==> config.mk <==
export PLATFORM = sky130hd
export DESIGN_NAME = shift_sequencer
export DESIGN_NICKNAME = d
export VERILOG_FILES = /design/src/rtl/shift_sequencer.sv
export SDC_FILE = /design/constraint.sdc
export NUM_CORES = 1
export LEC_CHECK = 0
export ABC_AREA = 1
export CORE_AREA = 2 2 60 62
export DETAILED_ROUTE_END_ITERATION = 12
export DIE_AREA = 0 0 62 64
export RECOVER_POWER = 100
export SLEW_MARGIN = 30
export SYNTH_ARGS = -nofsm -noshare
export SYNTH_HDL_FRONTEND = slang
export SYNTH_SLANG_ARGS = --single-unit
==> constraint.sdc <==
create_clock -name clk -period 1.5 [get_ports clk]
set_input_delay 0.375 -clock clk [delete_from_list [all_inputs] [get_ports clk]]
set_output_delay 0.375 -clock clk [all_outputs]
set_load 0.03 [all_outputs]
==> src/rtl/shift_sequencer.sv <==
// ---------------------------------------------------------------------------
// shift_sequencer
//   Command-driven controller for an 8-bit mode-controlled shift register.
//   Accepts clear / load / shift-left / shift-right commands over a
//   valid/ready handshake and drives the register's mode/data_in pins one
//   cycle at a time. A shadow copy of the register contents is kept so the
//   register can be held (reloaded from shadow) while idle, since the
//   register itself has no hold mode.
//
// Ports
//   clk        rising-edge clock shared with the shift register
//   rst        synchronous, active-high reset
//   cmd_valid  command present
//   cmd_ready  command can be accepted this cycle
//   cmd_op     00 clear, 01 load, 10 shift left, 11 shift right
//   cmd_cnt    shift count minus one (ignored for clear/load)
//   cmd_data   load value (ignored for clear/shift)
//   mode       to register mode input (00 clr, 01 load, 10 shl, 11 shr)
//   data_in    to register parallel input
//   busy       command executing
//   done       one-cycle pulse after a command completes
//   shadow     mirror of the register contents
// ---------------------------------------------------------------------------
module shift_sequencer #(
   parameter int WIDTH = 8,
   parameter int CNT_W = 3
) (
   input  logic             clk,
   input  logic             rst,
   input  logic             cmd_valid,
   output logic             cmd_ready,
   input  logic [1:0]       cmd_op,
   input  logic [CNT_W-1:0] cmd_cnt,
   input  logic [WIDTH-1:0] cmd_data,
   output logic [1:0]       mode,
   output logic [WIDTH-1:0] data_in,
   output logic             busy,
   output logic             done,
   output logic [WIDTH-1:0] shadow
);

   typedef enum logic {
      S_IDLE,
      S_EXEC
   } state_t;

   state_t             r_state;
   state_t             w_state_nxt;
   logic [1:0]         r_op;
   logic [1:0]         w_op_nxt;
   logic [WIDTH-1:0]   r_data;
   logic [WIDTH-1:0]   w_data_nxt;
   logic [CNT_W-1:0]   r_cnt;
   logic [CNT_W-1:0]   w_cnt_nxt;
   logic               r_done;
   logic               w_done_nxt;
   logic [WIDTH-1:0]   r_shadow;
   logic [WIDTH-1:0]   w_shadow_nxt;
   logic [1:0]         w_mode;
   logic [WIDTH-1:0]   w_data_in;
   logic               w_ready;
   logic               w_busy;

   // Next-state, latched fields and register pin drive.
   always_comb begin
      w_state_nxt = r_state;
      w_op_nxt    = r_op;
      w_data_nxt  = r_data;
      w_cnt_nxt   = r_cnt;
      w_done_nxt  = 1'b0;
      w_mode      = 2'b01;      // idle: hold register by reloading shadow
      w_data_in   = r_shadow;
      w_ready     = 1'b0;
      w_busy      = 1'b0;

      case (r_state)
         S_IDLE: begin
            w_ready = 1'b1;
            if (cmd_valid) begin
               w_op_nxt    = cmd_op;
               w_data_nxt  = cmd_data;
               // clear/load always take a single cycle
               w_cnt_nxt   = cmd_op[1] ? cmd_cnt : '0;
               w_state_nxt = S_EXEC;
            end
         end
         S_EXEC: begin
            w_busy = 1'b1;
            w_mode = r_op;
            if (r_op == 2'b01) begin
               w_data_in = r_data;
            end
            if (r_cnt != '0) begin
               w_cnt_nxt = r_cnt - 1'b1;
            end else begin
               w_state_nxt = S_IDLE;
               w_done_nxt  = 1'b1;
            end
         end
         default: begin
            w_state_nxt = S_IDLE;
         end
      endcase

      // Reset forces a clear on the register in the same edge as ours.
      if (rst) begin
         w_mode  = 2'b00;
         w_ready = 1'b0;
      end

      // Shadow follows exactly what the register does with the pins we drive.
      case (w_mode)
         2'b00:   w_shadow_nxt = '0;
         2'b01:   w_shadow_nxt = w_data_in;
         2'b10:   w_shadow_nxt = {r_shadow[WIDTH-2:0], 1'b0};
         default: w_shadow_nxt = {1'b0, r_shadow[WIDTH-1:1]};
      endcase
   end

   always_ff @(posedge clk) begin
      if (rst) begin
         r_state  <= S_IDLE;
         r_op     <= '0;
         r_data   <= '0;
         r_cnt    <= '0;
         r_done   <= 1'b0;
         r_shadow <= '0;
      end else begin
         r_state  <= w_state_nxt;
         r_op     <= w_op_nxt;
         r_data   <= w_data_nxt;
         r_cnt    <= w_cnt_nxt;
         r_done   <= w_done_nxt;
         r_shadow <= w_shadow_nxt;
      end
   end

   assign cmd_ready = w_ready;
   assign busy      = w_busy;
   assign done      = r_done;
   assign mode      = w_mode;
   assign data_in   = w_data_in;
   assign shadow    = r_shadow;

endmodule

==> flow_metrics.env <==
export IMPL_p_sw_share_pct=30.3
export IMPL_startpoint_type="flip-flop"
export IMPL_io_buffer_count=36
export IMPL_min_from="r_data[3]"
export IMPL_use_met3_pct=3.04
export IMPL_ir_drop_uv=370
export IMPL_io_pins=37
export IMPL_pre_cts_ws_ns=-0.297
export IMPL_synth_main_ff_cell="dfxtp_1"
export IMPL_htreeDepth=1
export IMPL_met1_usage_pct=18.7
export IMPL_worst_pin_slew_ns=0.310
export IMPL_synth_top_area_share_pct=40.6
export IMPL_grt_max_degree=19
export IMPL_firstDrtPassIters=4
export IMPL_busiest_layer="met2"
export IMPL_post_dp_hpwl_mm=2.17
export IMPL_internal_power_w=0.000927
export IMPL_period_needed_ns=1.64
export IMPL_syn_avg_cell_area_um2=7.27
export IMPL_hold_path_class="flip-flop to flip-flop"
export IMPL_synth_seq_area_share_pct=40.6
export IMPL_core_rowCount=21
export IMPL_grt_ovfl_total=0
export IMPL_drt_iter0_markers=48
export IMPL_ant_nets=0
export IMPL_netlist_instances=156
export IMPL_cts_tree="done"
export IMPL_synth_edf_count=0
export IMPL_arrival_ns=1.27
export IMPL_cts_sink_count=23
export IMPL_cts_clk_slew_worst_paths_ns=0.13
export IMPL_post_place_cells=252
export IMPL_antenna_found_initial=0
export IMPL_hold_viol_final=0
export IMPL_setup_viol=10
export IMPL_setup_ws_ns=-0.143
export IMPL_vias=1230
export IMPL_ys_seq_elements=23
export IMPL_use_met2_pct=27.5
export IMPL_reg2reg_from="r_state"
export IMPL_dieHeight_um=64
export IMPL_gp_congestion=0.791
export IMPL_outcome="finished with violations"
export IMPL_numCtsBuffers=3
export IMPL_cp_end_kind="primary output"
export IMPL_wl_mm=2.98
export IMPL_start_util_pct=34.5
export IMPL_synth_area_um2=1130
export IMPL_insertion_delay_ns=0.30
export IMPL_critical_path_class="flip-flop to primary output"
export IMPL_total_power_w=0.00133
export IMPL_first_global_vias=1192
export IMPL_switchingPower_w=0.000403
export IMPL_dpl_instance_area_um2=1630
export IMPL_finalInstanceArea_um2=1860
export IMPL_drv_slew=0
export IMPL_drc=0
export IMPL_rsz0062_at_grt="true"
export IMPL_grt_first_pass_wirelength_mm=4.83
export IMPL_violations="negative setup slack"
export IMPL_fmax_mhz=609
export IMPL_final_cell_count_no_fill=270
export IMPL_synthTopCellsByCount="nand2_1 (50), dfxtp_1 (23), nor2_1 (20)"
export IMPL_ys_top_cells_by_area="dfxtp_1 (41%), nand2_1 (17%), nor2_1 (6.6%)"
export IMPL_cp_max_fo=5
export IMPL_yosysMostFrequentCell="nand2_1"
export IMPL_critPathLaunch="r_op[1]"
export IMPL_finalCritPeriodShare_pct=110
export IMPL_wl_per_cell_um=11.0
export IMPL_cp_required_ns=1.12
export IMPL_synthesis_nets=174
export IMPL_area_growth_pct=64.5
export IMPL_synth_async_sr_flop_share_pct=0
export IMPL_seqPwrFrac_pct=50.7
export IMPL_synth_cell_types=20
export IMPL_clockBufferDepth=2
export IMPL_ys_warn_count=0
export IMPL_final_fill_count=327
export IMPL_p_leak_nw=0.893
export IMPL_drt_vias_per_instance=4.56
export IMPL_clock_skew_ns=0.000545
export IMPL_max_cap_viol_count=0
export IMPL_pwr_share_comb_pct=27.6
export IMPL_p_per_area_nw_per_um2=714
export IMPL_drive_gt1_share_pct=39.7
export IMPL_n_antenna_cell=0
export IMPL_synth_largest_area_cell="dfxtp_1"
export IMPL_layout_nets=243
export IMPL_die_width_um=62
export IMPL_grt_usage_pct=15.8
export IMPL_cts_root_buf="clkbuf_4"
export IMPL_dieArea_um2=3970
export IMPL_clockPowerShare_pct=21.7
export IMPL_relSlewSlack_pct=79.3
export IMPL_core_um2=3280
## registers in the layout, indices dropped and copies added, names as in the netlist
| register | count |
|---|---|
| r_cnt | 3 |
| done | 1 |
| r_data | 8 |
| r_state | 1 |
| r_op | 2 |
| shadow | 8 |
## layer usage
layer	wire (um)	vias up
li1	-	639
met1	1320	562
met2	1530	27
met3	120	2
met4	14	0
met5	0	-
## placed cells by master, fill, tap and decap left out, drive strengths merged
cell,count
a21oi,4
buf,48
clkbuf,8
clkdlybuf4s50,14
dfxtp,23
dlygate4sd2,2
ha,2
inv,12
nand2,51
nand3,15
nand4,6
nor2,23
nor3,1
o21ai,14
or2,1
## stage by stage
stage                     hold WS [ns]  util (%)  TNS [ns]
after floorplan                  0.440         -         0
after global routing             0.537      56.8     -2.38
after detailed placement         0.476      49.8     -3.22
after global placement           0.471      49.8     -2.64
final                            0.506      56.8    -0.999
after CTS                        0.498      53.4     -1.46
## final timing paths
kind / end / cells past startpoint / slack [ns]
worst max-delay path: data_in[0] / 5 / -0.14
worst min-delay path: r_data[3] / 2 / 0.51
worst max register to register: r_cnt[0] / 7 / 0.04
worst min register to register: r_data[3] / 2 / 0.51
## power by group through the flow
stage	clock, W	combinational, W	sequential, W
2_1_floorplan	0	0.000175	0.000694
3_3_place_gp	0	0.000296	0.000687
3_5_place_dp	0	0.000303	0.000689
4_1_cts	0.000305	0.000322	0.000677
5_1_grt	0.000330	0.000406	0.000680
6_report	0.000289	0.000367	0.000674
## worst max-delay path: stages (launching register included)
cell	delay [ns]
dfxtp_2	0.36
inv_4	0.08
nand3_4	0.10
buf_6	0.15
o21ai_4	0.13
buf_6	0.15
## final cells by class
type	instances	area [um^2]	share of cell area, %
clock buffers	4	26.3	1.41
repair buffers	68	594	31.9
inverters	12	52.6	2.82
well taps	46	57.6	3.09
multi-input cells	117	664	35.6
flip-flops and latches	23	469	25.2
## cell families (layout without fill, tap and decap cells)
kind of cell / count (synthesis) / after routing / synth area share (%)
AOI/OAI and AO/OA: 18 / 18 / 7.95
adders and majority gates: 2 / 2 / 2.21
buffers and inverters: 16 / 84 / 7.39
DFF: 23 / 23 / 40.6
and+or+nand+nor: 97 / 97 / 41.8
## what timing repair did
action | in CTS | in global routing
hold buffers | 0 | 0
hold endpoints to repair | 0 | 0
setup endpoints to repair | 16 | 16
buffers inserted | 5 | 9
gates cloned | 0 | 0
gates resized for setup | 62 | 31
pin swaps | 4 | 3
Power figures use the tool's default switching activity.
